**src/rtl/apb4_csr_master.sv**
```systemverilog
// APB4 initiator: one outstanding transfer, valid/ready command in, valid/ready response out.
// Define APB4_CSR_MASTER_TIMEOUT_EN to add a PREADY watchdog that terminates stalled transfers.
module apb4_csr_master #(
    parameter int AW     = 32,
    parameter int DW     = 32,
    parameter int TO_MAX = 255
) (
    input  logic            PCLK,
    input  logic            PRESETn,
    input  logic            cmd_valid,
    output logic            cmd_ready,
    input  logic            cmd_write,
    input  logic [AW-1:0]   cmd_addr,
    input  logic [DW-1:0]   cmd_wdata,
    input  logic [DW/8-1:0] cmd_wstrb,
    input  logic [2:0]      cmd_prot,
    output logic            rsp_valid,
    input  logic            rsp_ready,
    output logic [DW-1:0]   rsp_rdata,
    output logic            rsp_err,
    output logic            rsp_timeout,
    output logic            PSEL,
    output logic            PENABLE,
    output logic [AW-1:0]   PADDR,
    output logic            PWRITE,
    output logic [DW-1:0]   PWDATA,
    output logic [DW/8-1:0] PSTRB,
    output logic [2:0]      PPROT,
    input  logic [DW-1:0]   PRDATA,
    input  logic            PREADY,
    input  logic            PSLVERR
);

    localparam logic [1:0] IDLE   = 2'd0;
    localparam logic [1:0] SETUP  = 2'd1;
    localparam logic [1:0] ACCESS = 2'd2;
    localparam logic [1:0] RESP   = 2'd3;

    logic [1:0]      r_state;
    logic [AW-1:0]   r_paddr;
    logic            r_pwrite;
    logic [DW-1:0]   r_pwdata;
    logic [DW/8-1:0] r_pstrb;
    logic [2:0]      r_pprot;
    logic [DW-1:0]   r_rdata;
    logic            r_err;
    logic            w_timeout;

`ifdef APB4_CSR_MASTER_TIMEOUT_EN
    localparam int CW = ($clog2(TO_MAX + 1) > 8) ? $clog2(TO_MAX + 1) : 8;
    localparam logic [CW-1:0] TO_LIM = CW'(TO_MAX);

    logic [CW-1:0] r_toCnt;
    logic          r_timeout;

    // Counts PREADY-low ACCESS cycles; saturates at the limit, which ends the transfer anyway.
    always_ff @(posedge PCLK or negedge PRESETn) begin
        if (!PRESETn) begin
            r_toCnt <= '0;
        end else if (r_state == SETUP) begin
            r_toCnt <= '0;
        end else if (r_state == ACCESS && !PREADY && r_toCnt != TO_LIM) begin
            r_toCnt <= r_toCnt + 1'b1;
        end
    end

    assign w_timeout = (r_state == ACCESS) && !PREADY && (r_toCnt == TO_LIM);

    always_ff @(posedge PCLK or negedge PRESETn) begin
        if (!PRESETn) begin
            r_timeout <= 1'b0;
        end else if (r_state == ACCESS) begin
            if (PREADY) begin
                r_timeout <= 1'b0;
            end else if (w_timeout) begin
                r_timeout <= 1'b1;
            end
        end
    end

    assign rsp_timeout = r_timeout;
`else
    logic w_unusedToMax;

    assign w_unusedToMax = (TO_MAX != 0);
    assign w_timeout     = 1'b0;
    assign rsp_timeout   = 1'b0;
`endif

    // PREADY takes priority over the watchdog when both occur in the same cycle.
    always_ff @(posedge PCLK or negedge PRESETn) begin
        if (!PRESETn) begin
            r_state  <= IDLE;
            r_paddr  <= '0;
            r_pwrite <= 1'b0;
            r_pwdata <= '0;
            r_pstrb  <= '0;
            r_pprot  <= '0;
            r_rdata  <= '0;
            r_err    <= 1'b0;
        end else begin
            case (r_state)
                IDLE: begin
                    if (cmd_valid) begin
                        r_paddr  <= cmd_addr;
                        r_pwrite <= cmd_write;
                        r_pwdata <= cmd_wdata;
                        r_pstrb  <= cmd_write ? cmd_wstrb : '0;
                        r_pprot  <= cmd_prot;
                        r_state  <= SETUP;
                    end
                end
                SETUP: begin
                    r_state <= ACCESS;
                end
                ACCESS: begin
                    if (PREADY) begin
                        r_rdata <= r_pwrite ? '0 : PRDATA;
                        r_err   <= PSLVERR;
                        r_state <= RESP;
                    end else if (w_timeout) begin
                        r_rdata <= '0;
                        r_err   <= 1'b1;
                        r_state <= RESP;
                    end
                end
                RESP: begin
                    if (rsp_ready) begin
                        r_state <= IDLE;
                    end
                end
                default: begin
                    r_state <= IDLE;
                end
            endcase
        end
    end

    assign cmd_ready = (r_state == IDLE);
    assign PSEL      = (r_state == SETUP) || (r_state == ACCESS);
    assign PENABLE   = (r_state == ACCESS);
    assign rsp_valid = (r_state == RESP);
    assign PADDR     = r_paddr;
    assign PWRITE    = r_pwrite;
    assign PWDATA    = r_pwdata;
    assign PSTRB     = r_pstrb;
    assign PPROT     = r_pprot;
    assign rsp_rdata = r_rdata;
    assign rsp_err   = r_err;

endmodule

```
**config.mk**
```make
export PLATFORM = sky130hd
export DESIGN_NAME = apb4_csr_master
export DESIGN_NICKNAME = d
export VERILOG_FILES = /design/src/rtl/apb4_csr_master.sv
export SDC_FILE = /design/constraint.sdc
export NUM_CORES = 1
export LEC_CHECK = 0
export CAP_MARGIN = 10
export CORE_ASPECT_RATIO = 0.9
export CORE_MARGIN = 10
export CORE_UTILIZATION = 42
export CTS_CLUSTER_DIAMETER = 200
export DETAILED_ROUTE_END_ITERATION = 12
export HOLD_SLACK_MARGIN = 0.12
export PLACE_DENSITY = 0.85
export SYNTH_ARGS = -nofsm -noshare
export SYNTH_HDL_FRONTEND = slang
export SYNTH_SLANG_ARGS = --single-unit
export TNS_END_PERCENT = 1
```
**constraint.sdc**
```tcl
create_clock -name PCLK -period 4.16 [get_ports PCLK]
set_input_delay 0.832 -clock PCLK [delete_from_list [all_inputs] [get_ports PCLK]]
set_output_delay 0.832 -clock PCLK [all_outputs]
set_load 0.005 [all_outputs]
```
## After elaboration in Yosys (flattened, before gate mapping)

Index checks and enable logic that the tools add are counted.

| word-level totals | value |
|---|---|
| bits in registers | 107 |
| input port bits | 110 |
| output and inout bits | 110 |

| cells by class | value |
|---|---|
| reductions and logical operators | 5 |
| eq/ne operators | 6 |
| multiplexer cells | 6 |

Operators with widths:

| operator | number |
|---|---|
| $mux W32 | 1 |
| $pmux W2 S4 | 1 |
| $mux W2 | 3 |
| $eq A2 B2 Y1 const B | 2 |
| $mux W4 | 1 |
| $ne A2 B1 Y1 const B | 2 |
| $reduce_and A2 Y1 | 2 |
| $reduce_and A3 Y1 | 1 |
| $eq A2 B1 Y1 const B | 1 |
| $logic_not A2 Y1 | 1 |
| $ne A2 B2 Y1 const B | 1 |
| $logic_or A1 B1 Y1 | 1 |

## Depth between registers and ports, before layout

| logic depth | value |
|---|---|
| depth in word-level cells | 3 |
| gate-level depth with buffers | 7 |
| depth with buffers taken out | 5 |

## Least setup slack after synthesis

No wires, ideal clock.

| timing | value |
|---|---|
| kind | input port to flip-flop |
| from | input cmd_valid |
| to | register r_paddr[16] (netlist: PADDR[16]) |
| setup time | 0.125 ns |
| cell stages on the path | 4 |
| setup slack | 2.400 ns |
| path buffers | 2 |
| arrival | 1.635 ns |
| path through | nand2_1 -> buf_2 -> buf_2 -> mux2_2 |

| on the way | value |
|---|---|
| word-level cells in the longest chain between the ends | 1 |

RTL lines:

| what | RTL line | RTL |
|---|---|---|
| start, declared | 10 | `input logic cmd_valid,` |
| $reduce_and A2 Y1 (no source line) | -- |  |
| end signal, assigned | 105 | `r_paddr <= cmd_addr;` |
| end, declared | 40 | `logic [AW-1:0] r_paddr;` |

No other way between the ends.
A chain may end at the register's enable or synchronous reset.

## Worst setup path in the final report

| timing | value |
|---|---|
| from | register r_pwrite (netlist: PWRITE) |
| to | output PWRITE |

RTL lines:

| what | RTL line | RTL |
|---|---|---|
| start, declared | 41 | `logic r_pwrite;` |
| start signal, assigned | 106 | `r_pwrite <= cmd_write;` |
| end, declared | 25 | `output logic PWRITE,` |

No word-level cell between the ends.

==> summary.txt <==
Postcts setup bufs -> 0
Compound-Gate Fraction of Synth Area -> 0.0455
Post-synthesis net count -> 431
# clock sinks -> 107
Worst skew pair latency -> 0.35 ns
Worst Path Class, Setup -> flop to output port
Hold buffer count at CTS -> 0
Cell Chain, Critical Path -> clkdlybuf4s50_1
Die Ht -> 115 um
Worst slew pin tran -> 1.06 ns
P per Cell Area -> 697 mW/mm^2
Routed Antenna Nets -> 0
Grt total ovfl -> 0
Vias in the first global route -> 3485
Crit path buf inv count -> 1
First-pass GRT wire length -> 19000 um
Mux cell area share after synthesis -> 0.191
Area of the die -> 0.0144 mm^2
Antenna Cells -> 0
CTS Buf Count -> 9
Setup violations, final -> 0
Number of H-tree levels -> 3
HP Class -> flop to flop
DR vias/cell -> 4.77
Slowest cell delay on critical path -> 0.87 ns
CP endpoint kind -> output port
CTS clock-pin slew for the worst setup and hold paths -> 0.10 ns
Dpl hpwl -> 9420 um
#FFs+latches synth -> 107
Chip width -> 125 um
Max_cap viols -> 0
Outcome -> completed
Fin crit share -> 0.647
LEAKAGE -> 2.85 nW
Post-synth ARST share -> 1.00
Largest family of logic cells by synthesized area -> multiplexers
Setup TNS -> 0 ns
DR WL/cell -> 18.5 um
Gate Count Post-Synth -> 318
Port Buffers -> 218
Initial antenna violation count -> 0
Worst EP required -> 3.33 ns
Total track usage -> 0.164
Layout cells sized above 1 -> 0.166
Clock skew -> 0.0148 ns
Post_cts resized -> 0
Avg Cell Area, Syn -> 13.1 um^2
RSZ-0062 raised after global routing -> no
Worst path top cell family by delay -> flip-flops
CTS tree -> yes
Synth area leaders -> dfrtp_1, mux2_2, nand2b_1
Crit path DAT -> 1.86 ns
Synth Area in Adders -> 0.00898
Top FF cell, synth -> dfrtp_1
Vias -> 3159
Post-synth cell types -> 15
Initial Util -> 0.431
Post-synth top cells -> dfrtp_1, mux2_2, nand2_1, o21ai_0, nand2b_1
Final design utilization -> 0.688
Top cell type by total area after synthesis -> dfrtp_1
Fin crit period -> 2.69 ns
Xor/xnor cell area share of the yosys netlist -> 0
Fmax -> 371 MHz
Clock Tree Buf Depth -> 2
Type of origin of the critical path -> flop
EDFF count, synth -> 0
Seq/Total Area, Yosys -> 0.640
CP max-delay cell -> dfrtp_1
RePlAce Congestion -> 0.776
Initial drt markers -> 141
Leading cell type by number of instances after synthesis -> dfrtp_1
Rows -> 34
Worst rel slew slack -> 0.292
Drt pass-1 iters -> 6
Final Hold Fails -> 0
Max VDD drop -> 0.431 mV
Largest net degree at the start of global routing -> 87
Critical Path Fanout Max -> 34
Area share of the leading cell type in the synthesized netlist -> 0.640
Clk root buf -> clkbuf_8
Area growth syn-to-layout -> 59.7%
Yosys warns -> 0
# fillers -> 740
Simple-gate share of the synthesized area -> 0.0865
Mapped cell area -> 0.00418 mm^2
Nets -> 644
Slew Limit Fails -> 0
DRC Markers -> 0
I/O pin cnt -> 220
Total core area -> 0.00970 mm^2
Total Wirelength -> 12200 um
routing by layer:
layer	up-vias	GRT usage	routed length, um
met5	-	0	0
met4	0	0.0637	240
met3	15	0.0727	1190
met2	133	0.274	5980
met1	1532	0.183	4840
li1	1479	-	-
cells in the final DEF, fill, tap and decap left out, drive strengths merged:
cell type,instances
buf,4
clkdlybuf4s50,217
ha,3
clkbuf,11
clkinvlp,1
nor2,1
bufinv,1
mux2i,1
inv,6
dfrtp,107
o21ai,36
nand2b,32
clkinv,2
nand2,42
a222oi,1
mux2,70
conb,1
flip-flops by register name, indices dropped and copies added (netlist names):
signal,count
PADDR,32
PPROT,3
PSTRB,4
PWDATA,32
PWRITE,1
r_state,2
rsp_err,1
rsp_rdata,32
through the flow:
stage / total power [W] / setup WS (ns) / hold slack [ns] / instance area, um^2 / instances
floorplan: 0.00263 / 2.40 / 0.473 / 4180 / 318
global placement: 0.00396 / 1.48 / 0.464 / 6450 / 645
detailed placement: 0.00406 / 1.40 / 0.474 / 6450 / 645
CTS: 0.00472 / 1.42 / 0.498 / 6650 / 661
global route: 0.00497 / 1.31 / 0.517 / 6680 / 662
finish: 0.00465 / 1.47 / 0.493 / 6680 / 662
cell families (layout without fill, tap and decap cells):
logic type	Yosys count	count (layout)
DFF	107	107
and+or+nand+nor	75	75
muxes	71	71
AOI/OAI and AO/OA	37	37
buffers and inverters	24	242
adders and majority gates	3	3
other	1	1
where the power goes:
group	total, W	internal, W	switching (W)	leakage [nW]
sequential	0.00185	0.00155	0.000297	1.30
combinational	0.00216	0.00144	0.000721	1.46
clock	0.000642	0.000298	0.000344	0.0999
worst paths after layout:
| path | start | end | slack [ns] | depth (start not counted) |
|---|---|---|---|---|
| max | PWRITE | PWRITE | 1.47 | 1 |
| min | rsp_rdata[15] | rsp_rdata[15] | 0.49 | 2 |
| max reg2reg | r_state[0] | PADDR[14] | 2.12 | 4 |
| min reg2reg | rsp_rdata[15] | rsp_rdata[15] | 0.49 | 2 |
| max in group asynchronous | PRESETn | PWDATA[12] | 2.60 | 2 |
| min in group asynchronous | PRESETn | rsp_rdata[15] | 0.66 | 1 |
cell type report:
cell class                      instances  area, um^2  area share
Sequential cell                       107        2680       0.401
Timing Repair Buffer                  221        2220       0.333
Clock inverter                          5        60.1     0.00900
Tap cell                              126         158      0.0236
Clock buffer                           11         141      0.0212
Multi-Input combinational cell        187        1400       0.210
Inverter                                5        18.8     0.00281
Power figures use the tool's default switching activity.
